$ cat config.mk
export PLATFORM = sky130hd
export DESIGN_NAME = trax_move_rx
export DESIGN_NICKNAME = d
export VERILOG_FILES = /design/src/rtl/trax_move_rx.sv
export SDC_FILE = /design/constraint.sdc
export NUM_CORES = 1
export LEC_CHECK = 0
export BUFFER_PORTS_ARGS = -buffer_cell sky130_fd_sc_hd__buf_4
export CORE_MARGIN = 2
export CORE_UTILIZATION = 45
export CTS_CLUSTER_DIAMETER = 100
export CTS_CLUSTER_SIZE = 10
export DETAILED_ROUTE_END_ITERATION = 12
export GPL_ROUTABILITY_DRIVEN = 0
export PLACE_DENSITY = 0.69
export SLEW_MARGIN = 10
export SYNTH_ARGS = -nofsm -noshare
export SYNTH_HDL_FRONTEND = slang
export SYNTH_SLANG_ARGS = --single-unit
$ cat constraint.sdc
create_clock -name clk -period 7.78 [get_ports clk]
set_input_delay 1.556 -clock clk [delete_from_list [all_inputs] [get_ports clk]]
set_output_delay 1.556 -clock clk [all_outputs]
set_load 0.05 [all_outputs]
$ cat src/rtl/trax_move_rx.sv
// trax_move_rx: UART receiver and Trax-notation line parser feeding the Trax core.
// Deserialises 8N1 bytes from the referee. Parses move lines "<col><row><tile>\n" into
// {tile[1:0], col[9:0], row[9:0]}. Parses colour lines "W\n" / "B\n".
// Optional macro TRAX_RX_PARITY_EN switches the frame format to 8E1 with a parity check.
module trax_move_rx #(
  parameter int unsigned CLKS_PER_BIT   = 434,
  parameter int unsigned ROW_DIGITS_MAX = 3
) (
  input  logic        clk,
  input  logic        reset,
  input  logic        rx,
  output logic [21:0] move_out,
  output logic        move_valid,
  output logic        color,
  output logic        color_valid,
  output logic        parse_err,
  output logic        frame_err
);

  localparam int unsigned CntW = (CLKS_PER_BIT > 2) ? $clog2(CLKS_PER_BIT) : 1;
  localparam logic [CntW-1:0] CntHalf = CntW'(CLKS_PER_BIT / 2 - 1);
  localparam logic [CntW-1:0] CntFull = CntW'(CLKS_PER_BIT - 1);
  localparam int unsigned DigW = $clog2(ROW_DIGITS_MAX + 1);
  localparam logic [DigW-1:0] DigMax = DigW'(ROW_DIGITS_MAX);

  localparam logic [7:0] ChLf     = 8'h0A;
  localparam logic [7:0] ChCr     = 8'h0D;
  localparam logic [7:0] ChAt     = 8'h40;
  localparam logic [7:0] ChZ      = 8'h5A;
  localparam logic [7:0] ChW      = 8'h57;
  localparam logic [7:0] ChB      = 8'h42;
  localparam logic [7:0] Ch0      = 8'h30;
  localparam logic [7:0] Ch9      = 8'h39;
  localparam logic [7:0] ChPlus   = 8'h2B;
  localparam logic [7:0] ChSlash  = 8'h2F;
  localparam logic [7:0] ChBslash = 8'h5C;

`ifdef TRAX_RX_PARITY_EN
  typedef enum logic [2:0] {UrIdle, UrStart, UrData, UrParity, UrStop} uart_e;
`else
  typedef enum logic [2:0] {UrIdle, UrStart, UrData, UrStop} uart_e;
`endif

  typedef enum logic [2:0] {PsLineStart, PsColorEnd, PsRow, PsMoveEnd, PsDiscard} parse_e;

  // Synchroniser and edge-detect history
  logic rx_meta_q, rx_sync_q, rx_prev_q;

  // UART state
  uart_e           uart_q, uart_d;
  logic [CntW-1:0] cnt_q, cnt_d;
  logic [2:0]      bit_q, bit_d;
  logic [7:0]      shift_q, shift_d;
  logic            byte_stb_q, byte_stb_d;
  logic            frm_bad_q, frm_bad_d;
`ifdef TRAX_RX_PARITY_EN
  logic            par_err_q, par_err_d;
`endif

  // Parser state
  parse_e          ps_q, ps_d;
  logic [9:0]      col_q, col_d;
  logic [9:0]      row_q, row_d;
  logic [DigW-1:0] dig_q, dig_d;
  logic [1:0]      tile_q, tile_d;
  logic            color_pend_q, color_pend_d;
  logic [21:0]     move_out_q, move_out_d;
  logic            move_valid_q, move_valid_d;
  logic            color_q, color_d;
  logic            color_valid_q, color_valid_d;
  logic            parse_err_q, parse_err_d;

  logic [7:0]      rx_byte;
  logic            is_digit;
  logic            is_tile;
  logic [1:0]      tile_code;

  // Two-flop synchroniser plus one delayed copy for falling-edge detection
  always_ff @(posedge clk or negedge reset) begin
    if (!reset) begin
      rx_meta_q <= 1'b1;
      rx_sync_q <= 1'b1;
      rx_prev_q <= 1'b1;
    end else begin
      rx_meta_q <= rx;
      rx_sync_q <= rx_meta_q;
      rx_prev_q <= rx_sync_q;
    end
  end

  // UART bit-timing FSM: start detect, mid-bit sampling, stop/parity check
  always_comb begin
    uart_d     = uart_q;
    cnt_d      = cnt_q;
    bit_d      = bit_q;
    shift_d    = shift_q;
    byte_stb_d = 1'b0;
    frm_bad_d  = 1'b0;
`ifdef TRAX_RX_PARITY_EN
    par_err_d  = par_err_q;
`endif
    unique case (uart_q)
      UrIdle: begin
        if (rx_prev_q && !rx_sync_q) begin
          uart_d = UrStart;
          cnt_d  = '0;
        end
      end
      UrStart: begin
        if (cnt_q == CntHalf) begin
          cnt_d  = '0;
          bit_d  = '0;
          // A high sample mid-start-bit is a glitch, not a frame
          uart_d = rx_sync_q ? UrIdle : UrData;
        end else begin
          cnt_d = cnt_q + 1'b1;
        end
      end
      UrData: begin
        if (cnt_q == CntFull) begin
          cnt_d   = '0;
          shift_d = {rx_sync_q, shift_q[7:1]};
          bit_d   = bit_q + 3'd1;
          if (bit_q == 3'd7) begin
`ifdef TRAX_RX_PARITY_EN
            uart_d = UrParity;
`else
            uart_d = UrStop;
`endif
          end
        end else begin
          cnt_d = cnt_q + 1'b1;
        end
      end
`ifdef TRAX_RX_PARITY_EN
      UrParity: begin
        if (cnt_q == CntFull) begin
          cnt_d     = '0;
          // Even parity: data plus parity bit must XOR to zero
          par_err_d = ^{rx_sync_q, shift_q};
          uart_d    = UrStop;
        end else begin
          cnt_d = cnt_q + 1'b1;
        end
      end
`endif
      UrStop: begin
        if (cnt_q == CntFull) begin
          cnt_d  = '0;
          // Return at mid-stop so a back-to-back start edge is not missed
          uart_d = UrIdle;
`ifdef TRAX_RX_PARITY_EN
          if (rx_sync_q && !par_err_q) byte_stb_d = 1'b1;
          else                         frm_bad_d  = 1'b1;
`else
          if (rx_sync_q) byte_stb_d = 1'b1;
          else           frm_bad_d  = 1'b1;
`endif
        end else begin
          cnt_d = cnt_q + 1'b1;
        end
      end
      default: uart_d = UrIdle;
    endcase
  end

  // UART state registers
  always_ff @(posedge clk or negedge reset) begin
    if (!reset) begin
      uart_q     <= UrIdle;
      cnt_q      <= '0;
      bit_q      <= '0;
      shift_q    <= '0;
      byte_stb_q <= 1'b0;
      frm_bad_q  <= 1'b0;
`ifdef TRAX_RX_PARITY_EN
      par_err_q  <= 1'b0;
`endif
    end else begin
      uart_q     <= uart_d;
      cnt_q      <= cnt_d;
      bit_q      <= bit_d;
      shift_q    <= shift_d;
      byte_stb_q <= byte_stb_d;
      frm_bad_q  <= frm_bad_d;
`ifdef TRAX_RX_PARITY_EN
      par_err_q  <= par_err_d;
`endif
    end
  end

  // shift_q is stable for a whole bit time after the strobe, so it serves as the byte
  assign rx_byte  = shift_q;
  assign is_digit = (rx_byte >= Ch0) && (rx_byte <= Ch9);
  assign is_tile  = (rx_byte == ChPlus) || (rx_byte == ChSlash) || (rx_byte == ChBslash);

  // Tile encoding: '+' -> 01, '/' -> 10, '\' -> 11
  always_comb begin
    tile_code = 2'b00;
    if (rx_byte == ChPlus)   tile_code = 2'b01;
    if (rx_byte == ChSlash)  tile_code = 2'b10;
    if (rx_byte == ChBslash) tile_code = 2'b11;
  end

  // Line parser: one transition per received byte, pulses on the terminating '\n'
  always_comb begin
    ps_d          = ps_q;
    col_d         = col_q;
    row_d         = row_q;
    dig_d         = dig_q;
    tile_d        = tile_q;
    color_pend_d  = color_pend_q;
    move_out_d    = move_out_q;
    color_d       = color_q;
    move_valid_d  = 1'b0;
    color_valid_d = 1'b0;
    parse_err_d   = 1'b0;
    if (frm_bad_q) begin
      // Dropped byte poisons the whole line
      ps_d = PsDiscard;
    end else if (byte_stb_q) begin
      unique case (ps_q)
        PsLineStart: begin
          if (rx_byte == ChW || rx_byte == ChB) begin
            color_pend_d = (rx_byte == ChB);
            ps_d         = PsColorEnd;
          end else if (rx_byte >= ChAt && rx_byte <= ChZ) begin
            col_d = {5'd0, rx_byte[4:0]};
            row_d = '0;
            dig_d = '0;
            ps_d  = PsRow;
          end else if (rx_byte != ChCr && rx_byte != ChLf) begin
            ps_d = PsDiscard;
          end
        end
        PsColorEnd: begin
          if (rx_byte == ChLf) begin
            color_d       = color_pend_q;
            color_valid_d = 1'b1;
            ps_d          = PsLineStart;
          end else if (rx_byte != ChCr) begin
            ps_d = PsDiscard;
          end
        end
        PsRow: begin
          if (is_digit) begin
            if (dig_q == DigMax) begin
              ps_d = PsDiscard;
            end else begin
              row_d = (row_q * 10'd10) + {6'd0, rx_byte[3:0]};
              dig_d = dig_q + 1'b1;
            end
          end else if (is_tile) begin
            if (dig_q == '0) begin
              ps_d = PsDiscard;
            end else begin
              tile_d = tile_code;
              ps_d   = PsMoveEnd;
            end
          end else begin
            ps_d = PsDiscard;
          end
        end
        PsMoveEnd: begin
          if (rx_byte == ChLf) begin
            move_out_d   = {tile_q, col_q, row_q};
            move_valid_d = 1'b1;
            ps_d         = PsLineStart;
          end else if (rx_byte != ChCr) begin
            ps_d = PsDiscard;
          end
        end
        PsDiscard: begin
          if (rx_byte == ChLf) begin
            parse_err_d = 1'b1;
            ps_d        = PsLineStart;
          end
        end
        default: ps_d = PsLineStart;
      endcase
    end
  end

  // Parser and output registers
  always_ff @(posedge clk or negedge reset) begin
    if (!reset) begin
      ps_q          <= PsLineStart;
      col_q         <= '0;
      row_q         <= '0;
      dig_q         <= '0;
      tile_q        <= '0;
      color_pend_q  <= 1'b0;
      move_out_q    <= '0;
      move_valid_q  <= 1'b0;
      color_q       <= 1'b0;
      color_valid_q <= 1'b0;
      parse_err_q   <= 1'b0;
    end else begin
      ps_q          <= ps_d;
      col_q         <= col_d;
      row_q         <= row_d;
      dig_q         <= dig_d;
      tile_q        <= tile_d;
      color_pend_q  <= color_pend_d;
      move_out_q    <= move_out_d;
      move_valid_q  <= move_valid_d;
      color_q       <= color_d;
      color_valid_q <= color_valid_d;
      parse_err_q   <= parse_err_d;
    end
  end

  assign move_out    = move_out_q;
  assign move_valid  = move_valid_q;
  assign color       = color_q;
  assign color_valid = color_valid_q;
  assign parse_err   = parse_err_q;
  assign frame_err   = frm_bad_q;

endmodule
==> flow_summary.json, run 1 <==
{
  "fillers": 725,
  "syn_avg_cell_area_um2": 11.0,
  "overflow": 0,
  "io_buffers": 24,
  "cp_slowest_cell": "dfrtp_1",
  "final_common_cell": "dfrtp_1",
  "grt_usage_pct": 15.7,
  "start_util_pct": 46.5,
  "netlist_instances": 349,
  "core_area_mm2": 0.00826,
  "worst_slack_ns": 5.02,
  "setup_viol": 0,
  "grt_max_degree": 72,
  "cts_setup_buffers": 0,
  "cpLargestDelayFamily": "adder cells",
  "skew_ns": 0.0124,
  "routedWlPerCell_um": 13.9,
  "final_max_slew_viol_count": 0,
  "area_growth_pct": 10.9,
  "postCtsHoldBufs": 0,
  "critPathKind": "reg -> reg",
  "max_freq_ghz": 0.362,
  "synth_area_mm2": 0.00384,
  "io_pins": 30,
  "p_leak_nw": 2.07,
  "final_antenna_net_count": 0,
  "pwr-share-comb_pct": 7.9,
  "drtPass1Iterations": 4,
  "synth-seq-cells": 71,
  "vdd_drop_max_uv": 139,
  "place_ws_ns": 5.01,
  "crit_path_end_kind": "register",
  "clock-root-buffer": "clkbuf_8",
  "rsz0062_at_grt": "false",
  "crit_chain": "ha_1, ha_1, inv_1, fa_1, xnor2_1, nor3b_1, nand3_1, xnor3_1, o31ai_1",
  "n_antenna_cell": 0,
  "ys.flop_type": "dfrtp_1",
  "drc": 0,
  "vias": 2573,
  "die_w_um": 96.4,
  "via_per_inst": 5.36,
  "critPathLaunchType": "register",
  "drt_iter0_drc": 105,
  "cts_made_buffers": 9,
  "dpl.hpwl_um": 4760,
  "synthArstFlopShare_pct": 100,
  "hold_viol_final": 0,
  "htree_levels": 3,
  "critPathMaxStageDelay_ns": 0.45,
  "post_cts_resized": 0,
  "antenna_found_initial": 0,
  "cp_common_cell": "ha_1",
  "design_area_mm2": 0.00426,
  "seq_power_share_pct": 53.0,
  "maxCapViolations": 0,
  "clockBufferDepth": 2,
  "clk_latency_ns": 0.33,
  "clk_pin_slew_ns": 0.08,
  "max_slew.worst_pin.slew_ns": 1.15,
  "slew_headroom_pct": 22.9,
  "fin_nets": 396,
  "cp_max_fo": 5,
  "yosysSeqAreaShare_pct": 46.4,
  "drive_gt1_share_pct": 23.2,
  "routed_wirelength_um": 6670,
  "r2r_setup_slack_ns": 5.02,
  "place_area_mm2": 0.00405,
  "fin_crit_ns": 2.76,
  "fin_crit_sh_pct": 35.5,
  "p_per_area_mw_per_mm2": 179,
  "first_global_vias": 2453,
  "synth_edf_count": 0,
  "swShare_pct": 24.8,
  "grt_pass1_wl_um": 11400,
  "clkPwrFrac_pct": 39.1,
  "cts.sinks": 71,
  "yosys_warnings": 0,
  "synth.distinct_cells": 59,
  "cts_tree": "done",
  "hp-class": "reg -> reg",
  "status": "finished, final reports clean",
  "internal_power_mw": 0.572,
  "die-area_mm2": 0.00929,
  "dieHeight_um": 96.4,
  "tns_ns": 0,
  "layout_common_cells": "68 x dfrtp_1, 25 x nand2_1, 25 x nor2_1, 25 x mux2_2, 24 x buf_4",
  "critPathBufInv": 1,
  "cp_data_arrival_time_ns": 3.01,
  "switching_power_mw": 0.189,
  "rows": 33,
  "critPathRequiredTime_ns": 8.03
}
power by group through the flow:
stage	Clock [mW]	Sequential, mW	Combinational (mW)
2_1_floorplan	0	0.404	0.0475
3_3_place_gp	0	0.409	0.0571
3_5_place_dp	0	0.410	0.0616
4_1_cts	0.309	0.403	0.0618
5_1_grt	0.325	0.406	0.0718
6_report	0.298	0.403	0.0603
final timing paths:
path                           endpoint  startpoint  cells past startpoint
max reg2reg                    row_q[9]    row_q[1]                      9
min reg2reg                   rx_sync_q   rx_meta_q                      0
max                            row_q[9]    row_q[1]                      9
min in group asynchronous   move_out[6]       reset                      1
min                           rx_sync_q   rx_meta_q                      0
max in group asynchronous  color_pend_q       reset                      1
layout make-up:
class                      count  area (um^2)  share of cell area [%]
multi-input combinational    249         1910                    44.7
sequential                    71         1780                    41.8
timing repair buffer          24          180                    4.23
clock buffer                  11          151                    3.55
tap                          105          131                    3.08
clock inverter                 5         56.3                    1.32
inverter                      15         56.3                    1.32
synth_stat cells (3+ instances only):
cell / n / area, um^2
dfstp_2: 3 / 78.8
buf_2: 4 / 20.0
or3_1: 3 / 18.8
nor2_1: 25 / 93.8
buf_4: 5 / 37.5
mux2_2: 25 / 282
o31ai_1: 4 / 30.0
nand2b_1: 9 / 56.3
dfrtp_1: 68 / 1700
nor3b_1: 4 / 30.0
a21oi_1: 13 / 65.1
a21o_1: 4 / 30.0
o21ai_0: 18 / 90.1
buf_6: 3 / 33.8
ha_1: 21 / 263
nor2b_1: 3 / 18.8
xnor2_1: 6 / 52.6
a311oi_1: 3 / 26.3
clkbuf_1: 6 / 22.5
mux2_4: 9 / 135
inv_1: 15 / 56.3
nand2_1: 25 / 93.8
o21ai_2: 3 / 26.3
a22o_1: 4 / 35.0
xor2_1: 7 / 61.3
and3_1: 5 / 31.3
nor3_1: 5 / 25.0
nand3_1: 13 / 65.1
flip-flops by register name, summed over array words and instances, names as in the netlist, 2 cells and up:
register  flops
bit_q         3
cnt_q         9
col_q         5
dig_q         2
move_out     17
ps_q          3
row_q        10
rx_byte       8
tile_q        2
uart_q        2
stage by stage:
stage                     std cells  total power [mW]  util [%]  hold WS, ns
after floorplan                 353             0.451         -        0.345
after global placement          464             0.466      49.1        0.346
after detailed placement        464             0.472      49.1        0.349
after CTS                       480             0.774      51.6        0.361
after global routing            480             0.803      51.6        0.365
final                           480             0.761      51.6        0.357
routing by layer:
metal | vias to the layer above | routed length [um] | global-route usage (%)
met1 | 1247 | 3170 | 20.4
met4 | 0 | 63 | 5.28
li1 | 1274 | - | -
met3 | 8 | 213 | 3.26
met5 | - | 0 | 0
met2 | 44 | 3220 | 26.2
cell families (layout without fill, tap and decap cells):
family	after synthesis	after routing	synth area share, %
other cells	1	5	0.0976
mux	34	34	10.8
fa+ha+maj	23	23	7.88
buf+inv	33	55	4.43
flops	71	71	46.4
compound gates	65	65	11.9
simple gates	108	108	15.0
xor+xnor	14	14	3.55
worst register-to-register path, stage by stage (launching register included):
cell     delay [ns]
dfrtp_1        0.45
ha_1           0.31
ha_1           0.16
inv_1          0.05
fa_1           0.39
xnor2_1        0.29
nor3b_1        0.36
nand3_1        0.12
xnor3_1        0.37
o31ai_1        0.18
No activity file was read; power rests on OpenSTA's default activity.
==> run 2: changes to the inputs <==
--- a/config.mk
+++ b/config.mk
@@ -5,6 +5,7 @@
 export SDC_FILE = /design/constraint.sdc
 export NUM_CORES = 1
 export LEC_CHECK = 0
+export ABC_AREA = 1
 export BUFFER_PORTS_ARGS = -buffer_cell sky130_fd_sc_hd__buf_4
 export CORE_MARGIN = 2
 export CORE_UTILIZATION = 45
@@ -12,7 +13,7 @@
 export CTS_CLUSTER_SIZE = 10
 export DETAILED_ROUTE_END_ITERATION = 12
 export GPL_ROUTABILITY_DRIVEN = 0
-export PLACE_DENSITY = 0.69
+export PLACE_DENSITY = 0.71
 export SLEW_MARGIN = 10
 export SYNTH_ARGS = -nofsm -noshare
 export SYNTH_HDL_FRONTEND = slang
==> constraint.sdc (replaced) <==
create_clock -name clk -period 2.3 [get_ports clk]
set_input_delay 0.46 -clock clk [delete_from_list [all_inputs] [get_ports clk]]
set_output_delay 0.46 -clock clk [all_outputs]
set_load 0.05 [all_outputs]
==> run 2 against run 1 <==
Compared with the run above: worst hold slack worse by 0.27 ns; global-route usage is 1.1 points higher; combinational power rose to 5.2 times the previous value; final area grew 4.7%; critical path depth is 3 higher; die area rose by 1.7%; non-clock buffer count rose by 9; highest routed layer unchanged; largest cell class unchanged; utilization rose by 0.59 points; fmax increased by 21%.
==> flow_summary.json, run 2 <==
{
  "status": "finished, final reports clean",
  "final_max_slew_viol_count": 0,
  "dpl.hpwl_um": 5470,
  "cts.sinks": 71,
  "final_antenna_net_count": 0,
  "slew_headroom_pct": 63.9,
  "dieHeight_um": 97.2,
  "start_util_pct": 45.7,
  "hp-class": "in -> async",
  "antenna_found_initial": 0,
  "critPathRequiredTime_ns": 2.53,
  "synth-compound-area-share_pct": 8.29,
  "crit_path_end_kind": "register",
  "largest_register_ffs": 17,
  "vdd_drop_max_uv": 474,
  "syn_avg_cell_area_um2": 7.82,
  "ys.flop_type": "dfrtp_1",
  "yosys.area_share.simple_pct": 29.0,
  "synth-seq-cells": 71,
  "yosys_warnings": 0,
  "cp_max_fo": 3,
  "rsz0062_at_grt": "true",
  "clk_pin_slew_ns": 0.08,
  "synth.top_cell.area_share_pct": 43.5,
  "p_per_area_mw_per_mm2": 575,
  "use_met3_pct": 3.02,
  "global_route.usage.met1_pct": 22.4,
  "grt-busiest-layer": "met2",
  "first_global_vias": 3026,
  "die-area_mm2": 0.00945,
  "drc": 0,
  "worst_slack_ns": 0.0177,
  "synth.area.mux_share_pct": 0,
  "core_area_mm2": 0.00855,
  "rows": 34,
  "max_slew.worst_pin.slew_ns": 0.542,
  "cts_tree": "done",
  "grt_usage_pct": 16.8,
  "vias": 3149,
  "routed_wirelength_um": 7370,
  "fin_crit_sh_pct": 99.2,
  "overflow": 0,
  "maxCapViolations": 0,
  "setup_viol": 0,
  "synthAdderAreaFrac_pct": 7.74,
  "fin_util_pct": 52.2,
  "synth_edf_count": 0,
  "drive_gt1_share_pct": 14.7,
  "max_freq_ghz": 0.438,
  "critPathLaunchType": "register",
  "yosysSeqAreaShare_pct": 45.5,
  "synthArstFlopShare_pct": 100,
  "skew_ns": 0.0125,
  "synth_largest_area_cell": "dfrtp_1",
  "synth_area_mm2": 0.00391,
  "hold_viol_final": 0,
  "clk_latency_ns": 0.35,
  "gr-usage-met2_pct": 26.9,
  "cts_made_buffers": 9,
  "synthTopCellsByArea": "dfrtp_1 44%, nand2_1 17%, ha_1 6.7%, inv_1 5.9%, nor2_1 4.0%",
  "grt_max_degree": 44,
  "fin_crit_ns": 2.28,
  "drt_iter0_drc": 169,
  "cp_data_arrival_time_ns": 2.51,
  "final_common_cell": "nand2_1",
  "place_ws_ns": 0.0143,
  "p_leak_nw": 2.38,
  "clock-root-buffer": "clkbuf_8",
  "die_w_um": 97.2,
  "n_antenna_cell": 0,
  "synth.distinct_cells": 37,
  "htree_levels": 3,
  "netlist_instances": 500,
  "via_per_inst": 4.84,
  "yosys.area_share.xor_xnor_pct": 1.57,
  "area_growth_pct": 14.1,
  "synth.most_common_cell": "nand2_1",
  "clockBufferDepth": 2,
  "io_pins": 30,
  "drtPass1Iterations": 4,
  "routedWlPerCell_um": 11.3,
  "grt_pass1_wl_um": 13300,
  "fin_nets": 564,
  "critPathKind": "reg -> reg",
  "layout_common_cells": "179 x nand2_1, 68 x dfrtp_1, 59 x inv_1",
  "io_buffers": 24,
  "synth_top_family_by_area": "simple AND/OR/NAND/NOR gates",
  "yosys-top-cells-count": "180 x nand2_1, 68 x dfrtp_1, 61 x inv_1, 42 x nor2_1, 22 x o21ai_0"
}
## run 2: cell count changes after synthesis, sizes merged, moves of 6 or more
cell / delta
nand2b: -9
o21ai: +17
nand2: +159
nand3: +9
nor2: +19
mux2: -34
inv: +47
clkbuf: -6
## run 2: cell families (layout without fill, tap and decap cells)
logic type | after synthesis | after routing
flip-flops | 71 | 71
AO/OA/AOI/OAI | 56 | 56
XOR/XNOR | 7 | 7
AND/OR/NAND/NOR | 270 | 270
adder cells (fa/ha/maj) | 23 | 23
buffers and inverters | 72 | 111
other | 1 | 5
## run 2: final timing paths
path	start	end	slack (ns)	cells past startpoint
hold reg to reg	rx_meta_q	rx_sync_q	0.36	0
min in group clk	rx	rx_meta_q	0.22	1
setup / recovery	row_q[1]	row_q[9]	0.02	12
hold / removal	reset	move_out[20]	0.09	1
max in group asynchronous	reset	rx_sync_q	1.59	2
setup reg to reg	row_q[1]	row_q[9]	0.02	12
## run 2: timing repair
| action | 4_1_cts | 5_1_grt |
|---|---|---|
| gates resized for setup | 1 | 12 |
| setup buffers | 0 | 3 |
| pin swaps | 1 | 12 |
| setup endpoints to repair | 1 | 3 |
| hold endpoints to repair | 0 | 0 |
| hold buffers | 0 | 0 |
## run 2: final cells by class
type / count / area [um^2]
Clock buffer: 11 / 151
Clock inverter: 5 / 31.3
Fill cell: 806 / 4090
Inverter: 62 / 233
Multi-Input combinational cell: 361 / 1870
Sequential cell: 71 / 1780
Tap cell: 108 / 135
Timing Repair Buffer: 33 / 260
## run 2: routing by layer
layer / vias to the layer above / share of wire [%] / wire length (um)
li1: 1647 / - / -
met1: 1453 / 50 / 3720
met2: 39 / 45 / 3340
met3: 10 / 2.6 / 190
met4: 0 / 1.6 / 115
met5: - / 0 / 0
## run 2: metrics by stage
stage	TNS, ns	hold WS [ns]	total power [mW]	area, um^2	instances
2_1_floorplan	0	0.164	1.59	3930	504
3_3_place_gp	0	0.346	1.67	4230	632
3_5_place_dp	0	0.348	1.68	4230	632
4_1_cts	0	0.104	2.59	4410	648
5_1_grt	-0.158	0.126	2.71	4460	651
6_report	0	0.0873	2.57	4460	651
## run 2: critical path: stages (launching register included)
cell,delay (ns)
dfrtp_1,0.39
ha_1,0.28
ha_2,0.19
inv_2,0.04
fa_1,0.51
nor2_2,0.17
nand2_2,0.09
nor2_4,0.15
nand3_2,0.09
nor2_2,0.10
nand2_1,0.05
nand2_1,0.06
o21ai_1,0.05
## run 2: where the power goes
part | leakage, nW | switching [mW] | internal, mW
registers | 0.975 | 0.0455 | 1.30
clock network | 0.0955 | 0.465 | 0.448
logic | 1.31 | 0.223 | 0.0894
